$ cat src/rtl/mem_arbiter.sv
// mem_arbiter: shares one memory port between instruction fetch (IF) and data (D) requesters.
// Arbitrates, latches the winning command, drives it onto the memory port until the memory
// acknowledges or the timeout expires, then returns a one-cycle ack or err to the owner.
//
// Ports:
//   clkin, rst_in                      clock (rising edge), asynchronous active-high reset
//   if_req_in, if_addr_in              fetch request / address (held until ack or err)
//   if_rdata_out, if_ack_out, if_err_out   fetch read data (held), completion / timeout pulses
//   d_req_in, d_we_in, d_addr_in,
//   d_wdata_in, d_be_in                data request / command (held until ack or err)
//   d_rdata_out, d_ack_out, d_err_out  load data (held), completion / timeout pulses
//   mem_req_out, mem_we_out, mem_addr_out,
//   mem_wdata_out, mem_be_out          latched command to memory, req high for the whole access
//   mem_rdata_in, mem_ack_in           memory read data and completion
module mem_arbiter #(
  parameter int unsigned ADDR_W         = 32,
  parameter int unsigned DATA_W         = 32,
  parameter int unsigned TIMEOUT_CYCLES = 64,
  parameter int unsigned MAX_DSTREAK    = 4
) (
  input  logic                clkin,
  input  logic                rst_in,
  input  logic                if_req_in,
  input  logic [ADDR_W-1:0]   if_addr_in,
  output logic [DATA_W-1:0]   if_rdata_out,
  output logic                if_ack_out,
  output logic                if_err_out,
  input  logic                d_req_in,
  input  logic                d_we_in,
  input  logic [ADDR_W-1:0]   d_addr_in,
  input  logic [DATA_W-1:0]   d_wdata_in,
  input  logic [DATA_W/8-1:0] d_be_in,
  output logic [DATA_W-1:0]   d_rdata_out,
  output logic                d_ack_out,
  output logic                d_err_out,
  output logic                mem_req_out,
  output logic                mem_we_out,
  output logic [ADDR_W-1:0]   mem_addr_out,
  output logic [DATA_W-1:0]   mem_wdata_out,
  output logic [DATA_W/8-1:0] mem_be_out,
  input  logic [DATA_W-1:0]   mem_rdata_in,
  input  logic                mem_ack_in
);

  localparam int unsigned BE_W  = DATA_W / 8;
  localparam int unsigned CNT_W = $clog2(TIMEOUT_CYCLES + 1) + 1;
  localparam int unsigned STK_W = $clog2(MAX_DSTREAK + 1);
  localparam bit          TO_EN = (TIMEOUT_CYCLES != 0);
  localparam logic [CNT_W-1:0] CNT_LAST = CNT_W'(TO_EN ? TIMEOUT_CYCLES - 1 : 0);
  localparam logic [STK_W-1:0] STK_MAX  = STK_W'(MAX_DSTREAK);

  typedef enum logic [1:0] {StIdle, StBusy, StResp} state_e;

  state_e state_q, state_d;

  logic              mem_req_q, mem_req_d;
  logic              mem_we_q, mem_we_d;
  logic [ADDR_W-1:0] mem_addr_q, mem_addr_d;
  logic [DATA_W-1:0] mem_wdata_q, mem_wdata_d;
  logic [BE_W-1:0]   mem_be_q, mem_be_d;
  logic              owner_d_q, owner_d_d;   // 1: current access belongs to D
  logic [DATA_W-1:0] if_rdata_q, if_rdata_d;
  logic [DATA_W-1:0] d_rdata_q, d_rdata_d;
  logic              if_ack_q, if_ack_d;
  logic              if_err_q, if_err_d;
  logic              d_ack_q, d_ack_d;
  logic              d_err_q, d_err_d;
  logic [CNT_W-1:0]  cnt_q, cnt_d;
  logic [STK_W-1:0]  dstreak_q, dstreak_d;

  logic any_req;
  logic grant_d;
  logic timeout;

  assign any_req = if_req_in | d_req_in;
  // D wins unless IF is waiting and D has already used up its streak.
  assign grant_d = d_req_in & (~if_req_in | (dstreak_q < STK_MAX));
  // An ack in the same cycle takes priority; see the BUSY branch below.
  assign timeout = TO_EN && (cnt_q == CNT_LAST);

  // State register
  always_ff @(posedge clkin or posedge rst_in) begin
    if (rst_in) begin
      state_q <= StIdle;
    end else begin
      state_q <= state_d;
    end
  end

  // Next-state logic
  always_comb begin
    state_d = state_q;
    unique case (state_q)
      StIdle:  if (any_req) state_d = StBusy;
      StBusy:  if (mem_ack_in || timeout) state_d = StResp;
      StResp:  state_d = StIdle;
      default: state_d = StIdle;
    endcase
  end

  // Output / datapath next values (all outputs are registered)
  always_comb begin
    mem_req_d   = mem_req_q;
    mem_we_d    = mem_we_q;
    mem_addr_d  = mem_addr_q;
    mem_wdata_d = mem_wdata_q;
    mem_be_d    = mem_be_q;
    owner_d_d   = owner_d_q;
    if_rdata_d  = if_rdata_q;
    d_rdata_d   = d_rdata_q;
    if_ack_d    = 1'b0;
    if_err_d    = 1'b0;
    d_ack_d     = 1'b0;
    d_err_d     = 1'b0;
    cnt_d       = cnt_q;
    dstreak_d   = dstreak_q;

    unique case (state_q)
      StIdle: begin
        if (any_req) begin
          mem_req_d   = 1'b1;
          owner_d_d   = grant_d;
          mem_we_d    = grant_d & d_we_in;
          mem_addr_d  = grant_d ? d_addr_in : if_addr_in;
          mem_wdata_d = grant_d ? d_wdata_in : '0;
          mem_be_d    = (grant_d && d_we_in) ? d_be_in : '1;
          if (grant_d && if_req_in) begin
            dstreak_d = (dstreak_q == STK_MAX) ? dstreak_q : dstreak_q + STK_W'(1);
          end else begin
            dstreak_d = '0;
          end
        end
      end
      StBusy: begin
        cnt_d = cnt_q + CNT_W'(1);
        if (mem_ack_in) begin
          mem_req_d = 1'b0;
          if (owner_d_q) begin
            d_ack_d = 1'b1;
            if (!mem_we_q) d_rdata_d = mem_rdata_in;
          end else begin
            if_ack_d   = 1'b1;
            if_rdata_d = mem_rdata_in;
          end
        end else if (timeout) begin
          mem_req_d = 1'b0;
          if (owner_d_q) d_err_d = 1'b1;
          else           if_err_d = 1'b1;
        end
      end
      StResp: begin
        cnt_d = '0;
      end
      default: begin
        cnt_d = '0;
      end
    endcase
  end

  // Datapath / output registers
  always_ff @(posedge clkin or posedge rst_in) begin
    if (rst_in) begin
      mem_req_q   <= 1'b0;
      mem_we_q    <= 1'b0;
      mem_addr_q  <= '0;
      mem_wdata_q <= '0;
      mem_be_q    <= '0;
      owner_d_q   <= 1'b0;
      if_rdata_q  <= '0;
      d_rdata_q   <= '0;
      if_ack_q    <= 1'b0;
      if_err_q    <= 1'b0;
      d_ack_q     <= 1'b0;
      d_err_q     <= 1'b0;
      cnt_q       <= '0;
      dstreak_q   <= '0;
    end else begin
      mem_req_q   <= mem_req_d;
      mem_we_q    <= mem_we_d;
      mem_addr_q  <= mem_addr_d;
      mem_wdata_q <= mem_wdata_d;
      mem_be_q    <= mem_be_d;
      owner_d_q   <= owner_d_d;
      if_rdata_q  <= if_rdata_d;
      d_rdata_q   <= d_rdata_d;
      if_ack_q    <= if_ack_d;
      if_err_q    <= if_err_d;
      d_ack_q     <= d_ack_d;
      d_err_q     <= d_err_d;
      cnt_q       <= cnt_d;
      dstreak_q   <= dstreak_d;
    end
  end

  assign mem_req_out   = mem_req_q;
  assign mem_we_out    = mem_we_q;
  assign mem_addr_out  = mem_addr_q;
  assign mem_wdata_out = mem_wdata_q;
  assign mem_be_out    = mem_be_q;
  assign if_rdata_out  = if_rdata_q;
  assign if_ack_out    = if_ack_q;
  assign if_err_out    = if_err_q;
  assign d_rdata_out   = d_rdata_q;
  assign d_ack_out     = d_ack_q;
  assign d_err_out     = d_err_q;

endmodule

$ cat config.mk
export PLATFORM = sky130hd
export DESIGN_NAME = mem_arbiter
export DESIGN_NICKNAME = d
export VERILOG_FILES = /design/src/rtl/mem_arbiter.sv
export SDC_FILE = /design/constraint.sdc
export NUM_CORES = 1
export LEC_CHECK = 0
export ABC_AREA = 1
export CAP_MARGIN = 30
export CORE_ASPECT_RATIO = 1.75
export CORE_MARGIN = 1
export CORE_UTILIZATION = 35
export DETAILED_ROUTE_END_ITERATION = 10
export GPL_TIMING_DRIVEN = 0
export PLACE_DENSITY = 0.64
export SYNTH_ARGS = -nofsm -noshare
export SYNTH_HDL_FRONTEND = slang
export SYNTH_SLANG_ARGS = --single-unit
$ cat constraint.sdc
create_clock -name clkin -period 13.6 [get_ports clkin]
set_input_delay 4.08 -clock clkin [delete_from_list [all_inputs] [get_ports clkin]]
set_output_delay 4.08 -clock clkin [all_outputs]
set_load 0.02 [all_outputs]
==> results of run 1 <==
-- metrics by stage --
stage	util	hold slack [ns]
detailed placement	0.523	0.465
floorplan	-	0.449
global route	0.553	0.503
finish	0.553	0.479
global placement	0.521	0.462
CTS	0.553	0.483
-- state kept, by name, summed over array words and instances, names as in the netlist --
name	count
cnt_q	8
d_ack_out	1
d_err_out	1
d_rdata_out	32
dstreak_q	3
if_ack_out	1
if_err_out	1
if_rdata_out	32
mem_addr_out	32
mem_be_out	4
mem_req_out	1
mem_wdata_out	32
mem_we_out	1
owner_d_q	1
state_q	2
-- cells in the final DEF, fill, tap and decap left out, types with 2 or more instances in the layout --
master	netlist	final
o211ai_1	32	32
buf_6	12	12
o21ai_2	56	56
inv_8	0	4
nand3_1	8	8
clkdlybuf4s50_1	0	275
ha_1	3	3
buf_1	2	2
buf_4	5	5
clkbuf_1	4	4
inv_6	0	4
inv_1	115	114
o21ai_1	12	12
clkinvlp_4	0	2
clkinv_4	0	3
a21oi_1	5	5
nand2_1	217	217
clkbuf_16	0	17
o21ai_0	35	35
buf_2	11	11
nor3_1	7	7
nor2_1	23	23
dfrtp_1	152	152
-- worst paths after layout --
| path | cells past startpoint | endpoint | from | slack, ns |
|---|---|---|---|---|
| min in group asynchronous | 2 | if_rdata_out[1] | rst_in | 4.11 |
| setup reg to reg | 6 | mem_addr_out[30] | dstreak_q[2] | 12.06 |
| max in group asynchronous | 3 | mem_wdata_out[31] | rst_in | 8.68 |
| hold reg to reg | 2 | mem_addr_out[25] | mem_addr_out[25] | 0.48 |
| setup / recovery | 1 | mem_addr_out[2] | mem_addr_out[2] | 8.09 |
| hold / removal | 2 | mem_addr_out[25] | mem_addr_out[25] | 0.48 |
-- power by group --
part / switching [µW] / internal (µW)
clock: 210 / 247
sequential: 110 / 645
combinational: 579 / 493
-- cell type report --
class / instances / area (µm²)
buffer: 35 / 255
clock buffer: 18 / 439
clock inverter: 14 / 131
fill: 1705 / 8260
inverter: 117 / 449
multi-input combinational: 405 / 2080
sequential: 152 / 3800
tap: 238 / 298
timing repair buffer: 276 / 2780
-- kinds of logic after synthesis --
kind of cell | count (synthesis) | share of synthesized area
AO/OA/AOI/OAI | 142 | 0.153
adder cells (fa/ha/maj) | 3 | 0.00571
buffers and inverters | 152 | 0.106
flip-flops | 152 | 0.578
AND/OR/NAND/NOR | 260 | 0.157
-- per-layer routing --
metal	vias up	wire, µm	part of all wire	GRT usage
met3	33	1100	0.060	0.0512
met2	193	9860	0.54	0.361
met1	2616	6720	0.37	0.213
met4	0	608	0.033	0.0844
li1	2791	-	-	-
met5	-	0	0	0
-- worst reg2reg max path: stages, from the launching register on --
cell and delay (ns):
dfrtp_1 0.36, nand2_1 0.07, nand2_1 0.09, buf_2 0.23
buf_1 0.43, o211ai_1 0.20, nand2_1 0.10
==> results.ini, run 1 <==
[global_route]
grt_usage=0.198
grt_first_pass_wirelength_um=29900
grt_start_max_net_pins=89
grt_antenna_before_repair=0
grt_pass1_vias=5795
overflow=0

[critical_path]
cpPeakStageDelay_ns=0.65
path_delay_family=buffers and inverters
worstSetupEndpointType=primary output
crit_buf_inv=1
cp-start-kind=flop
crit_arrival_ns=1.43
cp.required_ns=9.52
path_class=reg2out
cp_cell_sequence=clkdlybuf4s50_1
path_max_fanout=2
cp_slowest_cell=clkdlybuf4s50_1

[power_and_ir_drop]
ir_drop_v=0.0000995
p_leak_uw=0.00491
total_power_uw=2280
power_density_nw_per_um2=223

[sta]
finalSetupTns_ns=0
period_needed_ns=5.51
rsz0062_at_grt=false
maxSlewHeadroom=0.653
fin_crit_sh=0.405
tightest_slew_ns=0.520
hold_violations=0
finalSetupViolCount=0
setup_ws_ns=8.09
skew_ns=0.0149
drv_slew=0
fmax_mhz=182

[synth]
synth_area_per_cell_um2=9.28
ys.flop_type=dfrtp_1
ys_ff_latch=152
yosysTopAreaCellShare=0.578
netlist_area_um2=6580
yosysUniqueCellTypes=27
synthTopCellsByArea=dfrtp_1, nand2_1, o21ai_2
synth_cells=709
synth_edf_count=0
yosysWarnings=0
ys_seq_area_frac=0.578
postSynthNetCount=850
yosys-top-cells-count=nand2_1, dfrtp_1, inv_1
yosysMostFrequentCell=nand2_1
async_flop_share=1.00
synth_top_area_cell=dfrtp_1

[route]
drc=0
vias=5633
wire_per_inst_um=14.6
routed_wl_um=18300
first_iter_violations=217
viasPerCell=4.49
antenna_left=0
drt_pass1_iterations=4

[cts]
ctsRootBufferMaster=clkbuf_16
holdBufCountCts=0
cts.sinks=152
cts.clk_slew.worst_paths_ns=0.07
cts-resized-gates=0
cts_buffers=17
htree_num_levels=4
clk_path_buf_depth=2
cts_setup_buffers=0
clk-insertion-delay-late_ns=0.42
cts_tree=yes

[cells_and_area]
final-instance-count-excl-fill=1255
diodes=0
syn_to_final_growth_pct=55.6
final_cell_area_um2=10200
final_nets=1145
drive_above_1_share=0.123

[floorplan]
core_region_area_um2=18500
die_y_um=183
die_area_um2=19400
start_util=0.356
io_pins=276
die_w_um=106
num_rows=66

[place]
place_congestion=0.788
dp_slack_ns=7.83
dp.cells=1223
placed_cell_area_um2=9670
dp_hpwl_um=13800
port_buffers=275

[job]
maxCapViolCount=0

[outcome]
status=finished clean

[worst_hold_path]
hold_class=reg2reg

Power figures use the tool's default switching activity.
==> inputs of run 2 (changes only) <==
Settings changed: PLACE_DENSITY 0.64 to 0.66.
Clock period 13.6 ns to 4.7 ns, I/O delays scaled along.
==> run 2 against run 1 <==
Effect of this change:
- power grew to 2.9 times the previous value
- sequential power grew to 2.9 times the previous value
- clock-buffer cell count stayed put
- utilization is 0.43 points higher
- setup slack worse by 6.2 ns
- die area stayed put
- via count is 1.1% lower
- worst hold slack worse by 0.00073 ns
- design area is 0.77% higher
- combinational power grew to 2.9 times the previous value
- register-to-register slack worse by 8.9 ns
==> results.ini, run 2 (synthesis results as in run 1) <==
[job]
maxCapViolCount=0  ; unchanged

[cts]
cts_setup_buffers=0  ; unchanged
holdBufCountCts=0  ; unchanged
clk_path_buf_depth=2  ; unchanged
cts-resized-gates=0  ; unchanged
cts_tree=yes
cts_buffers=17  ; unchanged
htree_num_levels=4  ; unchanged
cts.sinks=152  ; unchanged
clk-insertion-delay-late_ns=0.41  ; about the same
cts.clk_slew.worst_paths_ns=0.06  ; about the same
ctsRootBufferMaster=clkbuf_16

[critical_path]
cp.required_ns=3.29  ; -6.23 ns
crit_buf_inv=1  ; unchanged
r2r-end=mem_addr_out[4]
path_max_fanout=2  ; unchanged
cpPeakStageDelay_ns=0.62  ; -0.03 ns
crit_arrival_ns=1.42  ; about the same
path_class=reg2out
startpoint=mem_wdata_out[25]
cp-start-kind=flop
reg2reg_from=state_q[0]
path_delay_family=buffers and inverters
cp_cell_sequence=clkdlybuf4s50_1
path_depth=1  ; unchanged
r2r_slack_ns=3.17  ; -8.89 ns
cp_slowest_cell=clkdlybuf4s50_1
worstSetupEndpointType=primary output
reg2reg_depth=6  ; unchanged

[sta]
hold_violations=0  ; unchanged
fin_crit_sh=0.602
finalSetupTns_ns=0  ; unchanged
tightest_slew_ns=0.805  ; +0.285 ns
finalSetupViolCount=0  ; unchanged
drv_slew=0  ; unchanged
fmax_mhz=354
skew_ns=0.00762  ; -0.00729 ns
rsz0062_at_grt=false
period_needed_ns=2.83
maxSlewHeadroom=0.462  ; -0.191

[floorplan]
die_w_um=106  ; unchanged
start_util=0.356  ; unchanged
core_region_area_um2=18500  ; unchanged
num_rows=66  ; unchanged
io_pins=276  ; unchanged
die_y_um=183  ; unchanged
die_area_um2=19400  ; unchanged

[cells_and_area]
mostFrequentLayoutCell=clkdlybuf4s50_1
multiInputGateArea_um2=2080  ; unchanged
seq_area_um2=3800  ; unchanged
final_cell_area_um2=10300  ; +0.77%
diodes=0  ; unchanged
fillers=1692  ; -0.76%
drive_above_1_share=0.125  ; +0.00258
layout_common_cells=clkdlybuf4s50_1, nand2_1, dfrtp_1
final-instance-count-excl-fill=1258  ; +0.24%
final_nets=1148  ; +0.26%
syn_to_final_growth_pct=56.8

[route]
wl_met3_um=977  ; -11%
antenna_left=0  ; unchanged
vias=5569  ; -1.1%
dr_wl_met2_um=9990  ; +1.3%
wire_per_inst_um=14.4  ; -1.4%
viasPerCell=4.43  ; -1.4%
routed_wl_um=18100  ; -1.1%
wl_met1_um=6680  ; -0.58%
first_iter_violations=215  ; -0.92%
drc=0  ; unchanged
highest_layer=met4
drt_pass1_iterations=4  ; unchanged

[global_route]
grt_first_pass_wirelength_um=28900  ; -3.2%
grt_antenna_before_repair=0  ; unchanged
overflow=0  ; unchanged
grt_pass1_vias=5509  ; -4.9%
grt_start_max_net_pins=38  ; -57%
grt_usage=0.193  ; -0.00445

[worst_hold_path]
hold_class=reg2reg
hold_path_end=mem_addr_out[22]
whs_path_depth=2  ; unchanged
hold_start=mem_addr_out[22]

[place]
dp.cells=1226  ; +0.25%
place_congestion=0.780  ; -0.94%
placed_cell_area_um2=9710  ; +0.50%
port_buffers=275  ; unchanged
dp_hpwl_um=13900  ; +1.3%

[outcome]
status=finished clean

[power_and_ir_drop]
ir_drop_v=0.000306  ; +210%
p_leak_uw=0.00495  ; +0.68%
power_density_nw_per_um2=648  ; +190%

[run 2: cell count changes in the layout (fill, tap and decap cells not counted), sizes merged]
cell	previous run	this run
buf	31	34
bufinv	0	2
clkinv	5	3
clkinvlp	2	3
inv	124	123
[run 2: worst max-delay path by stage]
stage	slack, ns	end
2_1_floorplan	1.37	cnt_q[0]
3_5_place_dp	1.37	if_rdata_out[10]
4_1_cts	1.82	mem_addr_out[22]
5_1_grt	1.68	mem_addr_out[24]
6_report	1.87	mem_wdata_out[25]
3_3_place_gp	-0.08	if_rdata_out[15]
[run 2: final cells by class]
type,instances,share of cell area
multi-input cells,405,0.202
clock buffers,18,0.0426
clock inverters,14,0.0156
repair buffers,279,0.275
well taps,238,0.0289
flip-flops and latches,152,0.369
inverters,117,0.0432
plain buffers,35,0.0247
[run 2: stage by stage]
stage	hold slack [ns]	power, µW	setup WS, ns	utilization
3_3_place_gp	0.461	5310	-0.0785	0.521
6_report	0.478	6680	1.87	0.558
5_1_grt	0.494	7110	1.68	0.558
2_1_floorplan	0.449	3820	1.37	-
4_1_cts	0.481	6780	1.82	0.558
3_5_place_dp	0.464	5350	1.37	0.525
[run 2: where the power goes]
group          internal, µW  total [µW]  switching, µW
Clock                   811        1390            582
Combinational          1430        3110           1670
Sequential             1870        2180            317
[run 2: layer usage]
layer	global-route usage	vias up
li1	-	2804
met1	0.209	2546
met2	0.359	194
met3	0.0441	25
met4	0.0778	0
met5	0	-
[run 2: worst min-delay path, stage by stage, from the launching register on]
cell,delay (ns)
dfrtp_1,0.34
nand2_1,0.05
nand2_1,0.05
==> inputs of run 3 (changes only) <==
Settings changed: PLACE_DENSITY 0.66 to 0.64.
Clock period 4.7 ns to 2.7 ns, I/O delays scaled along.
==> run 3 against run 2 <==
Effect of this change:
- power increased by 73%
- sequential power grew 75%
- critical endpoint is now d_rdata_out[5]
- die area unchanged
- sequential cell count did not move
- register-to-register slack lost 2.0 ns
- non-clock buffer count unchanged
- first-iteration DRC count is 20% lower
- design area down 0.29%
- utilization decreased by 0.16 points
- worst hold slack worse by 0.00078 ns
- clock skew is 0.0020 ns higher
- largest power group unchanged
==> results.ini, run 3 (synthesis results as in run 1) <==
[outcome]
status=finished clean

[floorplan]
die_y_um=183  ; unchanged
die_area_um2=19400  ; unchanged
io_pins=276  ; unchanged
die_w_um=106  ; unchanged
num_rows=66  ; unchanged
start_util=0.356  ; unchanged
core_region_area_um2=18500  ; unchanged

[sta]
fin_crit_sh=0.832
maxSlewHeadroom=0.646  ; +0.184
hold_violations=0  ; unchanged
tightest_slew_ns=0.530  ; -0.275 ns
drv_slew=0  ; unchanged
fmax_mhz=445
rsz0062_at_grt=false
timing.hold.ws_ns=0.477  ; -0.000780 ns
finalSetupViolCount=0  ; unchanged
skew_ns=0.00959  ; +0.00197 ns
finalSetupTns_ns=0  ; unchanged
period_needed_ns=2.25

[cells_and_area]
diodes=0  ; unchanged
fillers=1744  ; +3.1%
drive_above_1_share=0.123  ; -0.00282
layout_common_cells=clkdlybuf4s50_1, nand2_1, dfrtp_1
mostFrequentLayoutCell=clkdlybuf4s50_1
final_nets=1148  ; unchanged
syn_to_final_growth_pct=56.3

[place]
place_congestion=0.762  ; -2.3%
port_buffers=275  ; unchanged
dp_hpwl_um=14100  ; +1.1%

[cts]
holdBufCountCts=0  ; unchanged
cts-resized-gates=0  ; unchanged
ctsRootBufferMaster=clkbuf_16
clk_path_buf_depth=2  ; unchanged
cts_tree=yes
cts_buffers=17  ; unchanged
cts.sinks=152  ; unchanged
htree_num_levels=4  ; unchanged
cts_setup_buffers=0  ; unchanged
cts.clk_slew.worst_paths_ns=0.06  ; about the same
clk-insertion-delay-late_ns=0.42  ; about the same

[route]
antenna_left=0  ; unchanged
drc=0  ; unchanged
viasPerCell=4.49  ; +1.5%
routed_wl_um=18400  ; +2.0%
first_iter_violations=171  ; -20%
wire_per_inst_um=14.7  ; +2.1%
drt_pass1_iterations=4  ; unchanged
vias=5646  ; +1.4%

[critical_path]
crit_buf_inv=1  ; unchanged
worstSetupEndpointType=primary output
path_class=reg2out
cp.required_ns=1.89  ; -1.40 ns
r2r_slack_ns=1.17  ; -2.00 ns
cp-start-kind=flop
path_delay_family=buffers and inverters
crit_arrival_ns=1.44  ; +0.02 ns
cp_slowest_cell=clkdlybuf4s50_1
path_max_fanout=2  ; unchanged
reg2reg_depth=6  ; unchanged
reg2reg_from=state_q[0]
r2r-end=mem_addr_out[27]
cp_cell_sequence=clkdlybuf4s50_1
cpPeakStageDelay_ns=0.64  ; +0.02 ns

[job]
maxCapViolCount=0  ; unchanged

[global_route]
grt_start_max_net_pins=40  ; +5.3%
grt_first_pass_wirelength_um=30300  ; +5.0%
grt_usage=0.202  ; +0.00887
grt_pass1_vias=5865  ; +6.5%
grt_antenna_before_repair=0  ; unchanged
overflow=0  ; unchanged

[worst_hold_path]
hold_start=mem_addr_out[24]
hold_path_end=mem_addr_out[24]
whs_path_depth=2  ; unchanged
hold_class=reg2reg

[power_and_ir_drop]
intPower_uw=7130  ; +73%
clkPwrFrac=0.202  ; -0.006
power.share.switching=0.383  ; -0.00167
comb_power_share=0.467  ; +0.002
power_frac_seq=0.330  ; +0.003
ir_drop_v=0.000471  ; +54%
p_leak_uw=0.00494  ; -0.13%
power_density_nw_per_um2=1120  ; +73%
power.switching_uw=4430  ; +72%

[run 3: through the flow]
| step | instances | power, µW | setup slack, ns | instance area, µm² | utilization |
|---|---|---|---|---|---|
| finish | 1257 | 11600 | 0.454 | 10300 | 0.556 |
| CTS | 1257 | 11700 | 0.435 | 10300 | 0.556 |
| detailed placement | 1226 | 9330 | 0.234 | 9710 | 0.525 |
| global placement | 1222 | 9230 | -1.51 | 9630 | 0.521 |
| global route | 1257 | 12300 | 0.402 | 10300 | 0.556 |
| floorplan | 709 | 6650 | -0.0269 | 6580 | - |
[run 3: power groups by stage]
| stage | sequential [µW] | combinational (µW) | clock [µW] |
|---|---|---|---|
| 2_1_floorplan | 4910 | 1740 | 0 |
| 5_1_grt | 3940 | 5850 | 2500 |
| 6_report | 3820 | 5400 | 2340 |
| 3_3_place_gp | 3810 | 5430 | 0 |
| 3_5_place_dp | 3850 | 5480 | 0 |
| 4_1_cts | 3820 | 5500 | 2390 |
[run 3: worst max path at each step]
stage                startpoint                to  slack, ns  cells past startpoint
2_1_floorplan            rst_in          cnt_q[0]      -0.03                      1
3_3_place_gp             rst_in   if_rdata_out[3]      -1.51                      2
3_5_place_dp          if_req_in  mem_addr_out[28]       0.23                      7
4_1_cts        mem_addr_out[23]  mem_addr_out[23]       0.44                      1
5_1_grt         if_rdata_out[1]   if_rdata_out[1]       0.40                      1
6_report         d_rdata_out[5]    d_rdata_out[5]       0.45                      1
[run 3: routing by layer]
metal	vias to the layer above	part of all wire	global-route usage
met5	-	0	0
met1	2641	0.37	0.215
met3	25	0.056	0.0519
met2	170	0.55	0.374
met4	0	0.024	0.0833
li1	2810	-	-
[run 3: worst min-delay path, stage by stage, from the launching register on]
cell,delay [ns]
dfrtp_1,0.34
nand2_1,0.05
nand2_1,0.05
[run 3: layout make-up]
type                    count  area [µm²]  share of cell area
flip-flops and latches    152        3800               0.370
repair buffers            279        2830               0.275
multi-input cells         405        2080               0.202
clock buffers              20         447              0.0434
inverters                 117         445              0.0433
well taps                 238         298              0.0290
plain buffers              35         255              0.0248
clock inverters            11         124              0.0120
